[src/rtl/sigma_delta_sample_sequencer.sv]
// Paces signed audio samples into a sigma-delta DAC: FIFO, tick, underflow hold, soft mute.
// Option: define SIGMA_DELTA_SEQ_INTERP_EN for linear interpolation between samples.
module sigma_delta_sample_sequencer #(
  parameter int signalwidth = 16,
  parameter int RATE_SHIFT  = 4,
  parameter int FIFO_DEPTH  = 4,
  parameter int MUTE_SHIFT  = 8
) (
  input  logic                   clk,
  input  logic                   reset_n,
  input  logic                   enable,
  input  logic                   mute,
  input  logic [signalwidth-1:0] s_data,
  input  logic                   s_valid,
  output logic                   s_ready,
  output logic [signalwidth-1:0] d_out,
  output logic                   tick,
  output logic                   underflow,
  output logic                   muted
);

  localparam int W  = signalwidth;
  localparam int AW = $clog2(FIFO_DEPTH);
  localparam logic signed [W:0] STEP =
    signed'((W+1)'(1) << MUTE_SHIFT);

  typedef enum logic [1:0] {
    S_OFF,
    S_RUN,
    S_MUTING,
    S_MUTED
  } state_t;

  state_t                r_state;
  logic [W-1:0]          r_mem [FIFO_DEPTH];
  logic [AW-1:0]         r_wp;
  logic [AW-1:0]         r_rp;
  logic [AW:0]           r_cnt;
  logic [RATE_SHIFT-1:0] r_ctr;
  logic [W-1:0]          r_dout;

  logic                  w_full;
  logic                  w_empty;
  logic                  w_tick;
  logic                  w_push;
  logic                  w_pop;
  logic [W-1:0]          w_head;
  logic signed [W:0]     w_dx;
  logic signed [W:0]     w_ramp;

  assign w_full  = (r_cnt == (AW+1)'(FIFO_DEPTH));
  assign w_empty = (r_cnt == '0);
  assign w_tick  = (r_state != S_OFF) && (&r_ctr);
  assign w_push  = s_valid && s_ready;
  assign w_pop   = enable && w_tick && !w_empty;
  assign w_head  = r_mem[r_rp];

  assign s_ready   = enable && !w_full;
  assign d_out     = r_dout;
  assign tick      = w_tick;
  assign muted     = (r_state == S_MUTED);
  assign underflow = enable && w_tick && w_empty
                  && !mute && (r_state == S_RUN);

  // One extra bit so the most negative code can step up without wrapping
  assign w_dx = signed'({r_dout[W-1], r_dout});

  always_comb begin
    w_ramp = '0;
    if (w_dx > STEP) begin
      w_ramp = w_dx - STEP;
    end else if (w_dx < -STEP) begin
      w_ramp = w_dx + STEP;
    end
  end

  always_ff @(posedge clk) begin
    if (w_push) begin
      r_mem[r_wp] <= s_data;
    end
  end

  always_ff @(posedge clk or negedge reset_n) begin
    if (!reset_n) begin
      r_wp  <= '0;
      r_rp  <= '0;
      r_cnt <= '0;
    end else if (!enable) begin
      r_wp  <= '0;
      r_rp  <= '0;
      r_cnt <= '0;
    end else begin
      if (w_push) begin
        r_wp <= r_wp + AW'(1);
      end
      if (w_pop) begin
        r_rp <= r_rp + AW'(1);
      end
      r_cnt <= r_cnt + (AW+1)'(w_push)
                     - (AW+1)'(w_pop);
    end
  end

  always_ff @(posedge clk or negedge reset_n) begin
    if (!reset_n) begin
      r_ctr <= '0;
    end else if (!enable || r_state == S_OFF) begin
      r_ctr <= '0;
    end else begin
      r_ctr <= r_ctr + RATE_SHIFT'(1);
    end
  end

`ifdef SIGMA_DELTA_SEQ_INTERP_EN
  localparam int AC = W + RATE_SHIFT + 1;

  logic signed [W-1:0]  r_tgt;
  logic signed [W:0]    r_delta;
  logic signed [AC-1:0] r_acc;
  logic [W-1:0]         w_tgt_nx;
  logic signed [AC-1:0] w_acc_nx;
  logic [W-1:0]         w_acc_dout;
  logic                 w_step_en;

  assign w_tgt_nx   = w_empty ? r_tgt : w_head;
  assign w_acc_nx   = w_tick ? (AC'(r_tgt) <<< RATE_SHIFT)
                             : (r_acc + AC'(r_delta));
  assign w_acc_dout = w_acc_nx[RATE_SHIFT +: W];
  assign w_step_en  = !mute && (r_state == S_RUN
                   || (r_state == S_MUTED && w_tick));

  always_ff @(posedge clk or negedge reset_n) begin
    if (!reset_n) begin
      r_tgt   <= '0;
      r_delta <= '0;
      r_acc   <= '0;
    end else if (!enable) begin
      r_tgt   <= '0;
      r_delta <= '0;
      r_acc   <= '0;
    end else if (w_step_en) begin
      r_acc <= w_acc_nx;
      if (w_tick) begin
        r_tgt   <= w_tgt_nx;
        r_delta <= signed'({w_tgt_nx[W-1], w_tgt_nx})
                 - signed'({r_tgt[W-1], r_tgt});
      end
    end else if (r_state == S_MUTED) begin
      r_tgt   <= '0;
      r_delta <= '0;
      r_acc   <= '0;
    end else begin
      r_acc <= AC'(signed'(r_dout)) <<< RATE_SHIFT;
    end
  end
`endif

  always_ff @(posedge clk or negedge reset_n) begin
    if (!reset_n) begin
      r_state <= S_OFF;
      r_dout  <= '0;
    end else if (!enable) begin
      r_state <= S_OFF;
      r_dout  <= '0;
    end else begin
      unique case (r_state)
        S_OFF: begin
          r_state <= S_RUN;
        end
        S_RUN: begin
          if (mute) begin
            r_state <= S_MUTING;
          end else begin
`ifdef SIGMA_DELTA_SEQ_INTERP_EN
            r_dout <= w_acc_dout;
`else
            if (w_tick && !w_empty) begin
              r_dout <= w_head;
            end
`endif
          end
        end
        S_MUTING: begin
          r_dout <= w_ramp[W-1:0];
          if (w_ramp == '0) begin
            r_state <= S_MUTED;
          end
        end
        S_MUTED: begin
          r_dout <= '0;
          if (!mute && w_tick) begin
            r_state <= S_RUN;
`ifndef SIGMA_DELTA_SEQ_INTERP_EN
            if (!w_empty) begin
              r_dout <= w_head;
            end
`endif
          end
        end
        default: begin
          r_state <= S_OFF;
        end
      endcase
    end
  end

endmodule

[config.mk]
export PLATFORM = sky130hd
export DESIGN_NAME = sigma_delta_sample_sequencer
export DESIGN_NICKNAME = d
export VERILOG_FILES = /design/src/rtl/sigma_delta_sample_sequencer.sv
export SDC_FILE = /design/constraint.sdc
export NUM_CORES = 1
export LEC_CHECK = 0
export ABC_AREA = 1
export BUFFER_PORTS_ARGS = -buffer_cell sky130_fd_sc_hd__clkbuf_2
export CAP_MARGIN = 20
export CORE_ASPECT_RATIO = 0.7
export CORE_MARGIN = 8
export CORE_UTILIZATION = 60
export DETAILED_ROUTE_END_ITERATION = 7
export GPL_ROUTABILITY_DRIVEN = 0
export PLACE_DENSITY = 0.79
export SETUP_SLACK_MARGIN = 0.1
export SLEW_MARGIN = 15
export SYNTH_ARGS = -nofsm -noshare
export SYNTH_HDL_FRONTEND = slang
export SYNTH_SLANG_ARGS = --single-unit
export TNS_END_PERCENT = 1
[constraint.sdc]
create_clock -name clk -period 4.1 [get_ports clk]
set_input_delay 0.82 -clock clk [delete_from_list [all_inputs] [get_ports clk]]
set_output_delay 0.82 -clock clk [all_outputs]
set_load 0.01 [all_outputs]
==> flow_summary.toml, run 1 <==
[clocking]
clkLatencyLatePin_ns = 0.37
cts_tree = "done"
ctsResizeCount = 0
cts_sinks = 93
cts_buffer_depth = 2
path_clk_slew_ns = 0.10
cts-htree-levels = 3
root_buffer = "clkbuf_8"
postCtsSetupRepairBufs = 0
cts_buffers = 9
cts_hold_buf = 0

[cells_and_area]
synthToLayoutAreaGrowth_pct = 11.1
diodes = 0
drive_above_1_share_pct = 15.9
fin_nets = 515
fin_cells = 582
nFillCells = 555
layout_common_cells = "nand2_1, edfxtp_1, nor2_1, inv_1, clkbuf_2"
final_common_cell = "nand2_1"

[worst_hold_path]
holdCritPathClass = "reg2reg"
worstHoldEndpoint = "r_ctr[0]"
min_from = "r_ctr[0]"
whs_path_depth = 1

[power]
swShare_pct = 41.9
netSwitchingPower_mw = 1.26
power.leakage_nw = 2.08
p_clk_share_pct = 19.3
pwr-share-comb_pct = 38.9
power_density_nw_per_um2 = 619
power_frac_seq_pct = 41.7
irDropWorstVdd_v = 0.000322
internal_power_mw = 1.75

[timing]
min_period_over_period_pct = 62.9
finalCriticalPeriod_ns = 2.58
worst_pin_slew_ns = 0.962
slew_violations = 0
slew_headroom_pct = 35.8
finalClockSkew_ns = 0.0119
rsz0062_at_grt = "no"
tns_ns = 0
fin_hold_ws_ns = 0.473
fmax_mhz = 388
setup_slack_ns = 1.52
timing_hold_violations_final = 0
setup_violations = 0

[placed_design]
portBuffers = 40
dpl.hpwl_microns = 6630
dp_slack_ns = 1.17
dp_cells = 566

[routing]
routedWlPerCell_microns = 16.5
routed_wl_microns = 9600
via_per_inst = 5.73
ant_nets = 0
num_vias = 3334
dr.pass1.iters = 5
drt_first_iter_violations = 428
drc = 0

[die]
rows = 26
die_y_microns = 87.5
die_x_microns = 118
ioPinCount = 41
core_area_sq_um = 7190
die_area_sq_um = 10300
start_util_pct = 60.9

[synthesis]
ys_warn_count = 0
ys_seq_elements = 93
syn_area_sq_um = 4380
syn_inst = 436
yosysSeqAreaShare_pct = 60.5
synth_nets = 472
avgSynthCellArea_sq_um = 10.0
synthDistinctLibCells = 33

[global_route]
grt-ovfl-total = 0
antenna_found_initial = 0
grt_pass1_vias = 3148
grtUsageTotal_pct = 19.4
grt_max_degree = 35
grt_pass1_wl_microns = 15800

[setup_path]
worst_setup_path_end_kind = "primary output"
cp.required_ns = 3.28
crit_path_start_kind = "flip-flop"
crit_fanout = 4
path_cells = "inv_1, ha_1, inv_1, nand3_1, nor2_1, inv_1, nor4_1, clkbuf_2"
worstPathArrival_ns = 1.76
critical_path_class = "reg2out"
r2r_start = "r_state[0]"
reg2reg_depth = 11
startpoint = "r_state[0]"
cpPeakStageDelay_ns = 0.41
cpLargestDelayFamily = "flip-flops"
timing.rr.end = "d_out[7]"
ff2ff_setup_slack_ns = 1.71
path_common_cell = "inv_1"
critPathBufInv = 4
crit_path_top_delay_cell = "dfrtp_1"

[status]
status = "completed"

[run]
maxCapViolations = 0
## how the worst max path moves through the flow
stage / cells after the start / end / slack (ns)
6_report: 8 / underflow / 1.52
5_1_grt: 8 / underflow / 1.21
4_1_cts: 8 / underflow / 1.51
3_5_place_dp: 10 / r_cnt[2] / 1.17
3_3_place_gp: 10 / r_cnt[2] / 1.26
2_1_floorplan: 9 / r_cnt[2] / 1.47
## routing by layer
| layer | up-vias | wire length [microns] | track usage (%) |
|---|---|---|---|
| li1 | 1582 | - | - |
| met1 | 1584 | 4260 | 26.8 |
| met2 | 155 | 4570 | 29.9 |
| met3 | 13 | 637 | 4.08 |
| met4 | 0 | 128 | 6.60 |
| met5 | - | 0 | 0 |
## power groups by stage
stage          Combinational (mW)  Sequential [mW]  Clock (mW)
5_1_grt                      1.31             1.28       0.629
6_report                     1.17             1.26       0.583
2_1_floorplan               0.808             1.27           0
3_3_place_gp                 1.11             1.27           0
4_1_cts                      1.15             1.25       0.593
3_5_place_dp                 1.14             1.27           0
## cell families after synthesis
kind of cell | count (synthesis) | synth area share (%)
flops | 93 | 60.5
xor+xnor | 5 | 1.00
buf+inv | 59 | 5.40
fa+ha+maj | 15 | 4.46
compound gates | 73 | 10.1
simple gates | 191 | 18.6
## sequential cells by signal (all words and copies together), names as in the netlist
register	cells
r_mem	64
d_out	16
r_wp	2
r_ctr	4
r_state	2
r_rp	2
r_cnt	3
## area by class of cell
| type | instances | area, sq um | area share [%] |
|---|---|---|---|
| Clock buffer | 9 | 124 | 2.55 |
| Multi-Input combinational cell | 284 | 1490 | 30.7 |
| Timing Repair Buffer | 45 | 238 | 4.89 |
| Sequential cell | 93 | 2650 | 54.4 |
| Inverter | 46 | 173 | 3.55 |
| Tap cell | 98 | 123 | 2.52 |
| Clock inverter | 7 | 67.6 | 1.39 |
## Yosys cell counts, drive strengths merged
cell,count,share of area (%)
a21oi,9,1.0
a31oi,1,0.14
a32o,9,2.1
a32oi,1,0.20
buf,2,0.29
clkbuf,11,1.2
dfrtp,29,17
edfxtp,64,44
fa,1,0.46
ha,14,4.0
inv,46,3.9
nand2,97,8.7
nand3,28,3.2
nand3b,1,0.17
nand4,3,0.43
nor2,58,5.4
nor3,2,0.34
nor4,1,0.14
o211ai,1,0.17
o21ai,38,4.3
o221ai,1,0.20
o22ai,12,1.7
o311ai,1,0.20
or2,1,0.14
xnor2,1,0.20
xor2,4,0.80
## worst register-to-register path, cell delays in order, from the launching register on
cell	delay [ns]
dfrtp_1	0.41
inv_1	0.08
ha_1	0.19
inv_1	0.07
nand3_1	0.12
nor2_1	0.14
nand2_1	0.08
a21oi_1	0.26
nand2_1	0.21
inv_1	0.38
nand2_1	0.16
o21ai_0	0.20
## metrics by stage
stage	power [mW]	area [sq um]	utilization [%]
2_1_floorplan	2.08	4380	-
3_3_place_gp	2.37	4670	65.0
3_5_place_dp	2.42	4670	65.0
4_1_cts	3.00	4860	67.7
5_1_grt	3.21	4860	67.7
6_report	3.01	4860	67.7
(Power assumes the default switching activity.)
==> run 2: changes to the inputs <==
- CORE_UTILIZATION: 60 -> 59
- PLACE_DENSITY: 0.79 -> 0.77
- clock period: 4.1 -> 2.5 ns (I/O delays scaled with it)
==> flow_summary.toml, run 2 (synthesis results as in run 1) <==
[setup_path]
crit_path_top_delay_cell = "dfrtp_1"
path_cells = "inv_1, ha_1, inv_1, nand3_1, nor2_1, inv_1, nor2_1, ha_1, inv_1, ha_1, fa_1, o21ai_0, a21oi_1"
path_depth = 13
cpLargestDelayFamily = "adder cells"
critical_path_class = "reg2reg"
crit_fanout = 4
cp.required_ns = 2.74
worstPathArrival_ns = 2.48
crit_path_start_kind = "flip-flop"
critPathBufInv = 4
path_common_cell = "inv_1"
worst_setup_path_end_kind = "flip-flop"
reg2reg_depth = 13
cpPeakStageDelay_ns = 0.40

[power]
power.leakage_nw = 2.12
swShare_pct = 39.5
power_frac_seq_pct = 40.7
pwr-share-comb_pct = 38.0
internal_power_mw = 3.06
power_density_nw_per_um2 = 1020
netSwitchingPower_mw = 1.99
p_clk_share_pct = 21.3
irDropWorstVdd_v = 0.000492

[cells_and_area]
diodes = 0
largest-register = "r_mem"
largest_reg_flops = 64
fin_util_pct = 68.3
final_common_cell = "nand2_1"
synthToLayoutAreaGrowth_pct = 13.2
fin_cells = 590
fin_nets = 523
layout_common_cells = "nand2_1, edfxtp_1, nor2_1, inv_1, clkbuf_2"
drive_above_1_share_pct = 17.1
finish.instance_area_sq_um = 4950

[routing]
ant_nets = 0
routedWlPerCell_microns = 16.2
drt_first_iter_violations = 264
routed_wl_microns = 9580
dr.pass1.iters = 5
num_vias = 3366
via_per_inst = 5.71
drc = 0

[clocking]
ctsResizeCount = 0
clkLatencyLatePin_ns = 0.35
cts_buffers = 9
cts-htree-levels = 3
postCtsSetupRepairBufs = 0
cts_tree = "done"
cts_buffer_depth = 2
cts_sinks = 93
root_buffer = "clkbuf_8"
path_clk_slew_ns = 0.09
cts_hold_buf = 0

[global_route]
grt_max_degree = 35
grt_pass1_vias = 3337
antenna_found_initial = 0
grt_pass1_wl_microns = 16000
grtUsageTotal_pct = 19.3
grt-ovfl-total = 0

[placed_design]
placedInstanceArea_sq_um = 4730
dp_cells = 574
portBuffers = 40
dpl.hpwl_microns = 6840

[timing]
rsz0062_at_grt = "yes"
fmax_mhz = 447
min_period_over_period_pct = 89.5
setup_violations = 0
slew_violations = 0
tns_ns = 0
finalClockSkew_ns = 0.0127
finalCriticalPeriod_ns = 2.24
timing_hold_violations_final = 0
slew_headroom_pct = 47.9
worst_pin_slew_ns = 0.781

[die]
ioPinCount = 41
core_area_sq_um = 7250
die_x_microns = 119
die_y_microns = 88.1
die_area_sq_um = 10500
start_util_pct = 60.3
rows = 26

[run]
maxCapViolations = 0

[status]
status = "completed"

[worst_hold_path]
holdCritPathClass = "in2async"
[run 2: final timing paths]
path,startpoint,to,slack (ns)
setup / recovery,r_state[0],r_cnt[2],0.26
hold / removal,reset_n,d_out[10],0.21
setup reg to reg,r_state[0],r_cnt[2],0.26
hold reg to reg,r_ctr[0],r_ctr[0],0.46
max in group asynchronous,reset_n,r_state[1],1.78
min in group clk,s_data[3],r_mem[1][3],0.36
[run 2: power groups by stage]
| stage | registers [mW] | clock network, mW | logic (mW) |
|---|---|---|---|
| floorplan | 2.08 | 0 | 1.32 |
| global placement | 2.07 | 0 | 1.82 |
| detailed placement | 2.09 | 0 | 1.89 |
| CTS | 2.05 | 1.10 | 1.91 |
| global route | 2.09 | 1.15 | 2.15 |
| finish | 2.06 | 1.08 | 1.92 |
[run 2: cell type report]
cell class	count	area, sq um
multi-input cells	284	1490
clock buffers	11	131
well taps	98	123
fillers	563	2300
inverters	46	176
repair buffers	53	298
flip-flops and latches	93	2650
clock inverters	5	85.1
[run 2: routing by layer]
| metal | GRT usage, % | share of wire, % |
|---|---|---|
| met5 | 0 | 0 |
| met4 | 6.06 | 0.99 |
| met3 | 4.64 | 7.3 |
| met2 | 33.0 | 49 |
| met1 | 24.0 | 43 |
[run 2: stage by stage]
stage	power [mW]	setup slack [ns]	hold WS (ns)
finish	5.06	0.263	0.210
global route	5.39	0.0341	0.267
CTS	5.05	0.222	0.223
detailed placement	3.98	0.257	0.461
global placement	3.90	0.333	0.444
floorplan	3.41	0.194	0.204
